## src/rtl/mem_arb_pkg.sv

```systemverilog
// Shared types for the memory port arbiter: region config, permission bits, response slots.
// No logic; widths are fixed at their maxima (8 ports, 32-bit region addresses).
// Importers truncate or extend as needed.
package mem_arb_pkg;

   localparam int unsigned MaxIdW   = 3;
   localparam int unsigned RegAddrW = 32;

   // Bit positions inside a 2-bit permission field.
   typedef enum logic [0:0] {
      PERM_R = 1'b0,
      PERM_W = 1'b1
   } perm_e;

   typedef struct packed {
      logic [RegAddrW-1:0] base;
      logic [RegAddrW-1:0] limit;   // inclusive
      logic [1:0]          perm;    // indexed by perm_e
      logic                en;
   } region_cfg_t;

   typedef struct packed {
      logic              valid;
      logic [MaxIdW-1:0] id;
      logic              err;
   } resp_slot_t;

   // Width of a port index; a single port still needs one bit.
   function automatic int unsigned port_id_w(input int unsigned n);
      return (n > 1) ? $clog2(n) : 1;
   endfunction

endpackage

```

## src/rtl/mem_port_arbiter_rr.sv

```systemverilog
// Round-robin pick: first requester at or after the pointer, wrapping.
// Purely combinational, zero latency.
// No backpressure; the caller decides whether the pick is used.
module rr_arbiter #(
   parameter int unsigned N   = 2,
   parameter int unsigned IdW = 1
) (
   input  logic [N-1:0]   req_i,
   input  logic [IdW-1:0] ptr_i,
   output logic [N-1:0]   gnt_o,
   output logic [IdW-1:0] idx_o,
   output logic           vld_o
);

   localparam int unsigned CW = IdW + 1;

   logic [CW-1:0] cand;

   // Scan ports starting at the pointer; the first one requesting wins.
   always_comb begin
      gnt_o = '0;
      idx_o = '0;
      vld_o = 1'b0;
      cand  = '0;
      for (int unsigned i = 0; i < N; i++) begin
         cand = {1'b0, ptr_i} + CW'(i);
         if (cand >= CW'(N)) begin
            cand = cand - CW'(N);
         end
         if (!vld_o && req_i[cand[IdW-1:0]]) begin
            vld_o                = 1'b1;
            gnt_o[cand[IdW-1:0]] = 1'b1;
            idx_o                = cand[IdW-1:0];
         end
      end
   end

endmodule

```

## src/rtl/mem_port_arbiter.sv

```systemverilog
// N-port round-robin front end to one single-port RAM, with local range/protection errors.
// Grant same cycle as request; response exactly MemLatency cycles after grant, in grant order.
// No backpressure: one grant per cycle, the response pipeline can never fill.
// Optional region protection is compiled in with `define MEM_ARB_PROT_EN.
module mem_port_arbiter
   import mem_arb_pkg::*;
#(
   parameter int unsigned NumPorts   = 2,
   parameter int unsigned DataWidth  = 32,
   parameter int unsigned AddrWidth  = 32,
   parameter int unsigned Depth      = 16384,
   parameter int unsigned MemLatency = 1,
   parameter int unsigned NumRegions = 4
) (
   input  logic                                   clk_i,
   input  logic                                   rst_i,
   input  logic [NumPorts-1:0]                    req_i,
   output logic [NumPorts-1:0]                    gnt_o,
   input  logic [NumPorts-1:0]                    we_i,
   input  logic [NumPorts*(DataWidth/8)-1:0]      be_i,
   input  logic [NumPorts*AddrWidth-1:0]          addr_i,
   input  logic [NumPorts*DataWidth-1:0]          wdata_i,
   output logic [NumPorts-1:0]                    rvalid_o,
   output logic [NumPorts*DataWidth-1:0]          rdata_o,
   output logic [NumPorts-1:0]                    err_o,
   output logic                                   mem_req_o,
   output logic                                   mem_we_o,
   output logic [DataWidth/8-1:0]                 mem_be_o,
   output logic [$clog2(Depth)-1:0]               mem_addr_o,
   output logic [DataWidth-1:0]                   mem_wdata_o,
   input  logic                                   mem_rvalid_i,
   input  logic [DataWidth-1:0]                   mem_rdata_i,
   input  logic                                   cfg_we_i,
   input  logic [(NumRegions>1 ? $clog2(NumRegions) : 1)-1:0] cfg_idx_i,
   input  logic [AddrWidth-1:0]                   cfg_base_i,
   input  logic [AddrWidth-1:0]                   cfg_limit_i,
   input  logic [1:0]                             cfg_perm_i,
   output logic [15:0]                            viol_cnt_o
);

   localparam int unsigned BeW     = DataWidth / 8;
   localparam int unsigned OffW    = $clog2(BeW);
   localparam int unsigned PortIdW = port_id_w(NumPorts);
   localparam int unsigned MemAW   = $clog2(Depth);

   logic [PortIdW-1:0]   rr_ptr_q, rr_ptr_d;
   logic [NumPorts-1:0]  arb_gnt;
   logic [PortIdW-1:0]   win;
   logic                 any_req;
   logic                 grant;

   logic                 sel_we;
   logic [BeW-1:0]       sel_be;
   logic [AddrWidth-1:0] sel_addr;
   logic [AddrWidth-1:0] sel_word;
   logic [DataWidth-1:0] sel_wdata;
   logic                 range_err;
   logic                 prot_fault;
   logic                 access_err;

   resp_slot_t           pipe_q [MemLatency];
   resp_slot_t           slot_d;
   resp_slot_t           head;

   rr_arbiter #(
      .N   (NumPorts),
      .IdW (PortIdW)
   ) u_rr (
      .req_i (req_i),
      .ptr_i (rr_ptr_q),
      .gnt_o (arb_gnt),
      .idx_o (win),
      .vld_o (any_req)
   );

   // Nothing is granted while reset is held.
   assign grant = any_req & ~rst_i;
   assign gnt_o = grant ? arb_gnt : '0;

   // Pointer moves just past the winner, so idle ports never hold it up.
   always_comb begin
      rr_ptr_d = rr_ptr_q;
      if (grant) begin
         rr_ptr_d = (win == PortIdW'(NumPorts - 1)) ? '0 : win + PortIdW'(1);
      end
   end

   // Round-robin pointer register.
   always_ff @(posedge clk_i) begin
      if (rst_i) begin
         rr_ptr_q <= '0;
      end else begin
         rr_ptr_q <= rr_ptr_d;
      end
   end

   // Mux the winning port's request fields.
   always_comb begin
      sel_we    = we_i[0];
      sel_be    = be_i[BeW-1:0];
      sel_addr  = addr_i[AddrWidth-1:0];
      sel_wdata = wdata_i[DataWidth-1:0];
      for (int unsigned p = 0; p < NumPorts; p++) begin
         if (win == PortIdW'(p)) begin
            sel_we    = we_i[p];
            sel_be    = be_i[p*BeW +: BeW];
            sel_addr  = addr_i[p*AddrWidth +: AddrWidth];
            sel_wdata = wdata_i[p*DataWidth +: DataWidth];
         end
      end
   end

   assign sel_word   = sel_addr >> OffW;
   assign range_err  = (sel_word >= AddrWidth'(Depth));
   assign access_err = range_err | prot_fault;

`ifdef MEM_ARB_PROT_EN
   region_cfg_t        regions_q [NumRegions];
   logic [15:0]        viol_cnt_q, viol_cnt_d;
   logic               region_hit;
   logic [RegAddrW-1:0] addr_ext;

   assign addr_ext = RegAddrW'(sel_addr);

   // Lowest-indexed enabled region containing the address decides; no match means allowed.
   always_comb begin
      prot_fault = 1'b0;
      region_hit = 1'b0;
      for (int unsigned r = 0; r < NumRegions; r++) begin
         if (!region_hit && regions_q[r].en &&
             addr_ext >= regions_q[r].base && addr_ext <= regions_q[r].limit) begin
            region_hit = 1'b1;
            prot_fault = sel_we ? ~regions_q[r].perm[PERM_W] : ~regions_q[r].perm[PERM_R];
         end
      end
   end

   // Saturating count of granted accesses rejected by protection.
   always_comb begin
      viol_cnt_d = viol_cnt_q;
      if (grant && prot_fault && viol_cnt_q != 16'hFFFF) begin
         viol_cnt_d = viol_cnt_q + 16'd1;
      end
   end

   // Region table and violation counter; a config write lands after this cycle's check.
   always_ff @(posedge clk_i) begin
      if (rst_i) begin
         for (int unsigned r = 0; r < NumRegions; r++) begin
            regions_q[r] <= '0;
         end
         viol_cnt_q <= '0;
      end else begin
         if (cfg_we_i) begin
            regions_q[cfg_idx_i] <= '{base:  RegAddrW'(cfg_base_i),
                                      limit: RegAddrW'(cfg_limit_i),
                                      perm:  cfg_perm_i,
                                      en:    1'b1};
         end
         viol_cnt_q <= viol_cnt_d;
      end
   end

   assign viol_cnt_o = viol_cnt_q;
`else
   logic unused_cfg;

   assign unused_cfg = ^{cfg_we_i, cfg_idx_i, cfg_base_i, cfg_limit_i, cfg_perm_i};
   assign prot_fault = 1'b0;
   assign viol_cnt_o = 16'h0000;
`endif

   // Rejected accesses are still granted but never reach the RAM.
   assign mem_req_o   = grant & ~access_err;
   assign mem_we_o    = sel_we;
   assign mem_be_o    = sel_be;
   assign mem_addr_o  = sel_word[MemAW-1:0];
   assign mem_wdata_o = sel_wdata;

   assign slot_d = '{valid: grant, id: MaxIdW'(win), err: access_err};
   assign head   = pipe_q[MemLatency-1];

   // Response tracker: one slot per RAM cycle, so ordering follows grant order.
   always_ff @(posedge clk_i) begin
      if (rst_i) begin
         for (int unsigned k = 0; k < MemLatency; k++) begin
            pipe_q[k] <= '0;
         end
      end else begin
         pipe_q[0] <= slot_d;
         for (int unsigned k = 1; k < MemLatency; k++) begin
            pipe_q[k] <= pipe_q[k-1];
         end
      end
   end

   // Route the head slot to its port; data only for good responses backed by the RAM.
   always_comb begin
      rvalid_o = '0;
      err_o    = '0;
      rdata_o  = '0;
      for (int unsigned p = 0; p < NumPorts; p++) begin
         if (head.valid && !rst_i && head.id == MaxIdW'(p)) begin
            rvalid_o[p] = 1'b1;
            err_o[p]    = head.err;
            if (!head.err && mem_rvalid_i) begin
               rdata_o[p*DataWidth +: DataWidth] = mem_rdata_i;
            end
         end
      end
   end

   // A RAM response with no live, non-error slot at the head means the RAM and tracker disagree.
   assert property (@(posedge clk_i) disable iff (rst_i)
                    mem_rvalid_i |-> (head.valid && !head.err));

endmodule

```

## config.mk

```make
export PLATFORM = sky130hd
export DESIGN_NAME = mem_port_arbiter
export DESIGN_NICKNAME = d
export VERILOG_FILES = /design/src/rtl/mem_arb_pkg.sv /design/src/rtl/mem_port_arbiter_rr.sv /design/src/rtl/mem_port_arbiter.sv
export SDC_FILE = /design/constraint.sdc
export NUM_CORES = 1
export LEC_CHECK = 0
export ABC_CLOCK_PERIOD_IN_PS = 2950
export CAP_MARGIN = 20
export CORE_AREA = 5 5 147 149
export DETAILED_ROUTE_END_ITERATION = 10
export DIE_AREA = 0 0 152 154
export GPL_TIMING_DRIVEN = 0
export PLACE_DENSITY = 0.5
export SLEW_MARGIN = 20
export SYNTH_ARGS = -nofsm -noshare
export SYNTH_HDL_FRONTEND = slang
export SYNTH_SLANG_ARGS = --single-unit
```

## constraint.sdc

```tcl
create_clock -name clk_i -period 2.95 [get_ports clk_i]
set_input_delay 0.4425 -clock clk_i [delete_from_list [all_inputs] [get_ports clk_i]]
set_output_delay 0.4425 -clock clk_i [all_outputs]
set_load 0.03 [all_outputs]
```

==> impl_metrics.yaml, run 1 <==
run_status:
  status: "finished clean"
routing:
  drtPass1Iterations: 4
  route.detailed.drc: 0
  vias_per_cell: 3.499
  ant_nets: 0
  vias: 2677
  initialDrtViolationCount: 78
  wl_per_cell_um: 16.27
  wirelength_um: 12450
sta:
  fin_crit_sh_pct: 96.46
  layout_min_cycle_time_ns: 2.846
  hold_viol_final: 0
  max_freq_ghz: 0.3514
  tns_ns: 0
  report.final.slew_viol_count: 0
  fin_skew_ns: 0.0003075
  setup_slack_ns: 0.1044
  rsz0062_at_grt: "false"
  setup_viol: 0
  whs_ns: 0.4313
floorplan:
  die_w_um: 152
  die_h_um: 154
  core_mm2: 0.02004
  start_util_pct: 7.742
  io_pins: 382
  std_cell_rows: 52
  die_area_mm2: 0.02341
cts:
  cts.sinks: 4
  cts_buffers: 3
  ctsHtreeMaxLevel: 1
  cts-root-buf: "clkbuf_16"
  hold_buffers: 0
  post_cts_buffers: 0
  insertion_delay_ns: 0.22
  clock_path_buffers: 2
  clkTransAtPathRegs_ns: 0.03
  cts_tree: "done"
final_layout:
  seq_area_um2: 80.08
  area_growth_pct: 223.9
  multi_input_area_mm2: 0.001249
  stdcell_count: 765
  fillCellCount: 2191
  layout-drive-gt1-share_pct: 21.26
  postLayoutCellArea_mm2: 0.005025
  final_core_util_pct: 25.07
  nets: 740
yosys:
  ys_top_cells_by_area: "mux2_2 (37%), and3_1 (21%), buf_4 (7.7%)"
  synth_area_per_cell_um2: 8.386
  synth_area_mm2: 0.001551
  synth_cell_types: 26
  ys_ff_latch: 4
  synth_flop_cell: "dfxtp_1"
  ys_seq_area_share_pct: 5.161
  syn_inst: 185
  yosys.area.top_type: "mux2_2"
  synth_edf_count: 0
  synth_top_area_share_pct: 37.02
  synthArstFlopShare_pct: 0
  yosys_warnings: 0
worst_setup_path:
  cp-startpoint: "req_i[0]"
  startpoint_type: "input pin"
  endpoint: "mem_wdata_o[30]"
  criticalPathCategory: "input pin to primary output"
  timing.rr.end: "pipe_q[0][0]"
  cp.required_ns: 2.51
  rr_worst_depth: 3
  crit_fanout: 10
  cp_data_arrival_time_ns: 2.40
  reg2reg_slack_ns: 1.92
  cp-end-kind: "primary output"
  worstReg2RegStart: "rr_ptr_q"
global_route:
  grt_max_degree: 11
  antenna_found_initial: 1
  grt_use_total_pct: 9.549
  grt_pass1_vias: 3012
  grt_pass1_wl_um: 17800
  gr-total-overflow: 0
power:
  irDropWorstVdd_mv: 0.1319
  power_mw: 1.021
  power.density_mw_per_mm2: 203.2
  leakagePower_nw: 2.660
placed_design:
  post_dp_cell_area_mm2: 0.004858
  place_congestion: 0.8072
  post-dp-hpwl_um: 11070
  pre_cts_slack_ns: -0.2843
  place.port_buffers: 291
  dp_cells: 761
flow_run:
  cap_viol_max_count: 0
hold_path:
  holdCritPathClass: "input pin to flip-flop"
flip-flops by register name, indices dropped and copies added (netlist names):
name      cells
rr_ptr_q      1
pipe_q        3
where the power goes:
group          switching (mW)  internal, mW  total [mW]
combinational           0.336         0.415       0.751
clock                  0.0354         0.173       0.208
sequential            0.00358        0.0585      0.0621
final cells by class:
| class | count | area share, % |
|---|---|---|
| plain buffers | 36 | 5.677 |
| diodes | 1 | 0.04980 |
| multi-input cells | 159 | 24.85 |
| clock buffers | 3 | 1.494 |
| flip-flops and latches | 4 | 1.594 |
| well taps | 270 | 6.723 |
| repair buffers | 291 | 59.54 |
| inverters | 1 | 0.07470 |
metal layers:
layer	vias to the layer above	wire length, um	GRT usage, %
met3	12	1452	4.216
met2	210	6212	17.61
met1	1181	4566	9.835
li1	1274	-	-
met4	0	218	2.611
met5	-	0	0
synth_stat cells (2+ instances only):
| master | count |
|---|---|
| a21oi_1 | 2 |
| and3_2 | 11 |
| buf_2 | 2 |
| clkbuf_1 | 6 |
| and2_1 | 2 |
| buf_6 | 10 |
| buf_4 | 16 |
| nand4_1 | 2 |
| clkbuf_2 | 2 |
| mux2_2 | 51 |
| nor2_1 | 4 |
| dfxtp_1 | 4 |
| and3_1 | 53 |
| nor4_1 | 8 |
worst min-delay path by stage:
stage | endpoint | slack [ns] | start | depth (start not counted)
after floorplan | rr_ptr_q | 0.45 | rr_ptr_q | 2
after global placement | rr_ptr_q | 0.46 | rr_ptr_q | 2
after detailed placement | rr_ptr_q | 0.47 | rr_ptr_q | 2
after CTS | rr_ptr_q | 0.43 | rst_i | 2
after global routing | pipe_q[0][1] | 0.43 | rst_i | 2
final | rr_ptr_q | 0.43 | rst_i | 2
worst max-delay path, cell delays in order:
cell	delay [ns]
clkdlybuf4s50_1	0.53
nand2b_4	0.09
nand2_4	0.16
buf_6	0.19
mux2_2	0.34
clkdlybuf4s50_1	0.63
logic make-up after synthesis:
| family | count (synthesis) | share of synthesized area [%] |
|---|---|---|
| buffers and inverters | 37 | 17.98 |
| DFF | 4 | 5.161 |
| other | 1 | 0.2417 |
| and+or+nand+nor | 87 | 37.18 |
| AOI/OAI and AO/OA | 5 | 2.420 |
| muxes | 51 | 37.02 |
timing repair:
action | 4_1_cts | 5_1_grt
gates cloned | 0 | 0
pin swaps | 0 | 0
gates resized for setup | 8 | 32
setup endpoints to repair | 39 | 32
cells in the final DEF (no fill, tap or decap):
| cell | synthesis | routed |
|---|---|---|
| buf_4 | 16 | 16 |
| and2_2 | 1 | 1 |
| and3_2 | 11 | 11 |
| buf_2 | 2 | 2 |
| conb_1 | 1 | 16 |
| and3b_1 | 1 | 1 |
| a32o_1 | 1 | 1 |
| nor2b_1 | 1 | 1 |
| nand4_1 | 2 | 2 |
| mux2_2 | 51 | 51 |
| and2_1 | 2 | 2 |
| nor2_1 | 4 | 4 |
| nor4_1 | 8 | 8 |
| a211o_1 | 1 | 1 |
| a21oi_1 | 2 | 2 |
| dlygate4sd2_1 | 0 | 1 |
| nand2b_4 | 1 | 1 |
| inv_1 | 1 | 1 |
| clkbuf_4 | 0 | 1 |
| diode_2 | 0 | 1 |
| nand2b_1 | 1 | 1 |
| nand2_4 | 1 | 1 |
| dfxtp_1 | 4 | 4 |
| clkbuf_2 | 2 | 7 |
| clkbuf_16 | 0 | 3 |
| nor3b_4 | 1 | 1 |
| clkdlybuf4s50_1 | 0 | 258 |
| and3_1 | 53 | 53 |
| buf_6 | 10 | 10 |
| o32ai_1 | 1 | 1 |
| dlymetal6s2s_1 | 0 | 32 |
No activity file was read; power rests on OpenSTA's default activity.
==> run 2, diff against run 1 <==
Settings changed: CTS_CLUSTER_SIZE set to 28, GPL_TIMING_DRIVEN 0 to not set.
==> run 2 against run 1 <==
  * Power fell by 4.4%
  * Hold slack improved by 0.048 ns
  * Count of clock-buffer cells in the layout did not move
  * Core utilization fell by 2.3 points
  * Critical path type unchanged
  * Global-route usage fell by 1.2 points
  * Non-clock buffer count fell by 27
  * Setup slack improved by 0.022 ns
  * Final cell count fell by 3.7%
  * Register-to-register slack barely moved
==> impl_metrics.yaml, run 2 (same netlist as run 1, synthesis figures left out) <==
global_route:
  antenna_found_initial: 1
  grt_pass1_wl_um: 15730
  grt_pass1_vias: 2754
  grt_max_degree: 65
  gr-total-overflow: 0
  grt_use_total_pct: 8.339
final_layout:
  layout-drive-gt1-share_pct: 35.55
  top_register: "pipe_q"
  mostFrequentLayoutCells: "clkdlybuf4s50_1 (204), buf_4 (92), and3_1 (53), mux2_2 (51), conb_1 (16)"
  n_antenna_cell: 0
  top_regs: "pipe_q x3, rr_ptr_q x1"
  fillCellCount: 2220
  final_common_cell: "clkdlybuf4s50_1"
  nets: 713
  largest_register_ffs: 3
  area_growth_pct: 194.3
worst_setup_path:
  startpoint_type: "input pin"
  reg2reg_slack_ns: 1.93
  timing.rr.end: "pipe_q[0][0]"
  cp-end-kind: "primary output"
  worstReg2RegStart: "rr_ptr_q"
  cpPeakStageDelay_ns: 0.61
  endpoint: "mem_wdata_o[12]"
  rr_worst_depth: 3
  path_cells: "clkdlybuf4s50_1, nand2b_4, nand2_4, buf_12, mux2_2, clkdlybuf4s50_1"
  cp-startpoint: "req_i[0]"
  criticalPathCategory: "input pin to primary output"
  cp_data_arrival_time_ns: 2.38
  cp.required_ns: 2.51
  slowest_stage: "clkdlybuf4s50_1"
  timing.critical_path.mode_cell: "clkdlybuf4s50_1"
  crit_fanout: 29
cts:
  cts_buffers: 3
  cts_tree: "done"
  cts-root-buf: "clkbuf_16"
  clkTransAtPathRegs_ns: 0.03
  insertion_delay_ns: 0.22
  cts_repair_resize_count: 0
  post_cts_buffers: 0
  clock_path_buffers: 2
  ctsHtreeMaxLevel: 1
  cts.sinks: 4
  hold_buffers: 0
floorplan:
  die_w_um: 152
  die_area_mm2: 0.02341
  io_pins: 382
  start_util_pct: 7.742
  core_mm2: 0.02004
  std_cell_rows: 52
  die_h_um: 154
routing:
  vias: 2546
  ant_nets: 0
  vias_per_cell: 3.455
  drtPass1Iterations: 4
  initialDrtViolationCount: 69
  route.detailed.drc: 0
  wirelength_um: 10980
  wl_per_cell_um: 14.89
placed_design:
  place_congestion: 0.8368
  post-dp-hpwl_um: 9819
  place.port_buffers: 292
run_status:
  status: "finished clean"
power:
  irDropWorstVdd_mv: 0.1495
  power_uw: 975.9
  power.density_mw_per_mm2: 213.7
  leakagePower_nw: 2.096
sta:
  max_freq_ghz: 0.3541
  fin_skew_ns: 0.0002729
  tns_ns: 0
  hold_viol_final: 0
  setup_viol: 0
  fin_crit_sh_pct: 95.73
  layout_min_cycle_time_ns: 2.824
  rsz0062_at_grt: "false"
  report.final.slew_viol_count: 0
hold_path:
  holdCritPathClass: "flip-flop to flip-flop"
flow_run:
  cap_viol_max_count: 0
-- run 2: cell count changes in the layout (fill, tap and decap cells not counted), moves of 2 or more --
| cell | delta |
|---|---|
| clkdlybuf4s50_1 | -54 |
| buf_2 | -2 |
| buf_4 | +76 |
| buf_12 | +4 |
| buf_6 | -10 |
| clkbuf_2 | -7 |
| dlymetal6s2s_1 | -32 |
-- run 2: critical path: cells and delay by family --
kind | cells | cell delay (ns)
buf+inv | 3 | 1.34
simple gates | 2 | 0.21
mux | 1 | 0.35
-- run 2: metal layers --
layer / up-vias / GRT usage (%) / part of all wire, %
li1: 1221 / - / -
met1: 1105 / 8.739 / 36
met2: 204 / 15.26 / 49
met3: 14 / 3.485 / 12
met4: 2 / 2.440 / 2.1
met5: - / 0 / 0.12
-- run 2: final cells by class --
cell class | instances | area (um2) | area share [%]
Sequential cell | 4 | 80.08 | 1.754
Inverter | 1 | 3.754 | 0.08221
Timing Repair Buffer | 300 | 2813 | 61.61
Multi-Input combinational cell | 159 | 1256 | 27.51
Tap cell | 270 | 337.8 | 7.399
Clock buffer | 3 | 75.07 | 1.644
-- run 2: how the worst min path moves through the flow --
stage	start	endpoint	slack [ns]	cells after the start
detailed placement	rr_ptr_q	rr_ptr_q	0.47	2
global route	rr_ptr_q	rr_ptr_q	0.51	2
floorplan	rr_ptr_q	rr_ptr_q	0.45	2
CTS	rr_ptr_q	rr_ptr_q	0.48	2
finish	rr_ptr_q	rr_ptr_q	0.48	2
global placement	rr_ptr_q	rr_ptr_q	0.46	2
-- run 2: power breakdown --
part           leakage [nW]  internal [mW]  switching, mW  total, mW
sequential           0.0334         0.0585        0.00398     0.0625
combinational          2.03          0.383          0.321      0.704
clock                0.0370          0.173         0.0364      0.209
-- run 2: per-stage QoR --
stage	util [%]	hold WS [ns]	setup WS, ns	instance area, um2	instances
floorplan	-	0.4477	0.8751	1608	200
global placement	22.41	0.4622	0.1178	4491	734
detailed placement	22.41	0.4695	0.1024	4491	734
CTS	22.78	0.4793	0.1008	4566	737
global route	22.78	0.5069	0.04940	4566	737
finish	22.78	0.4789	0.1260	4566	737
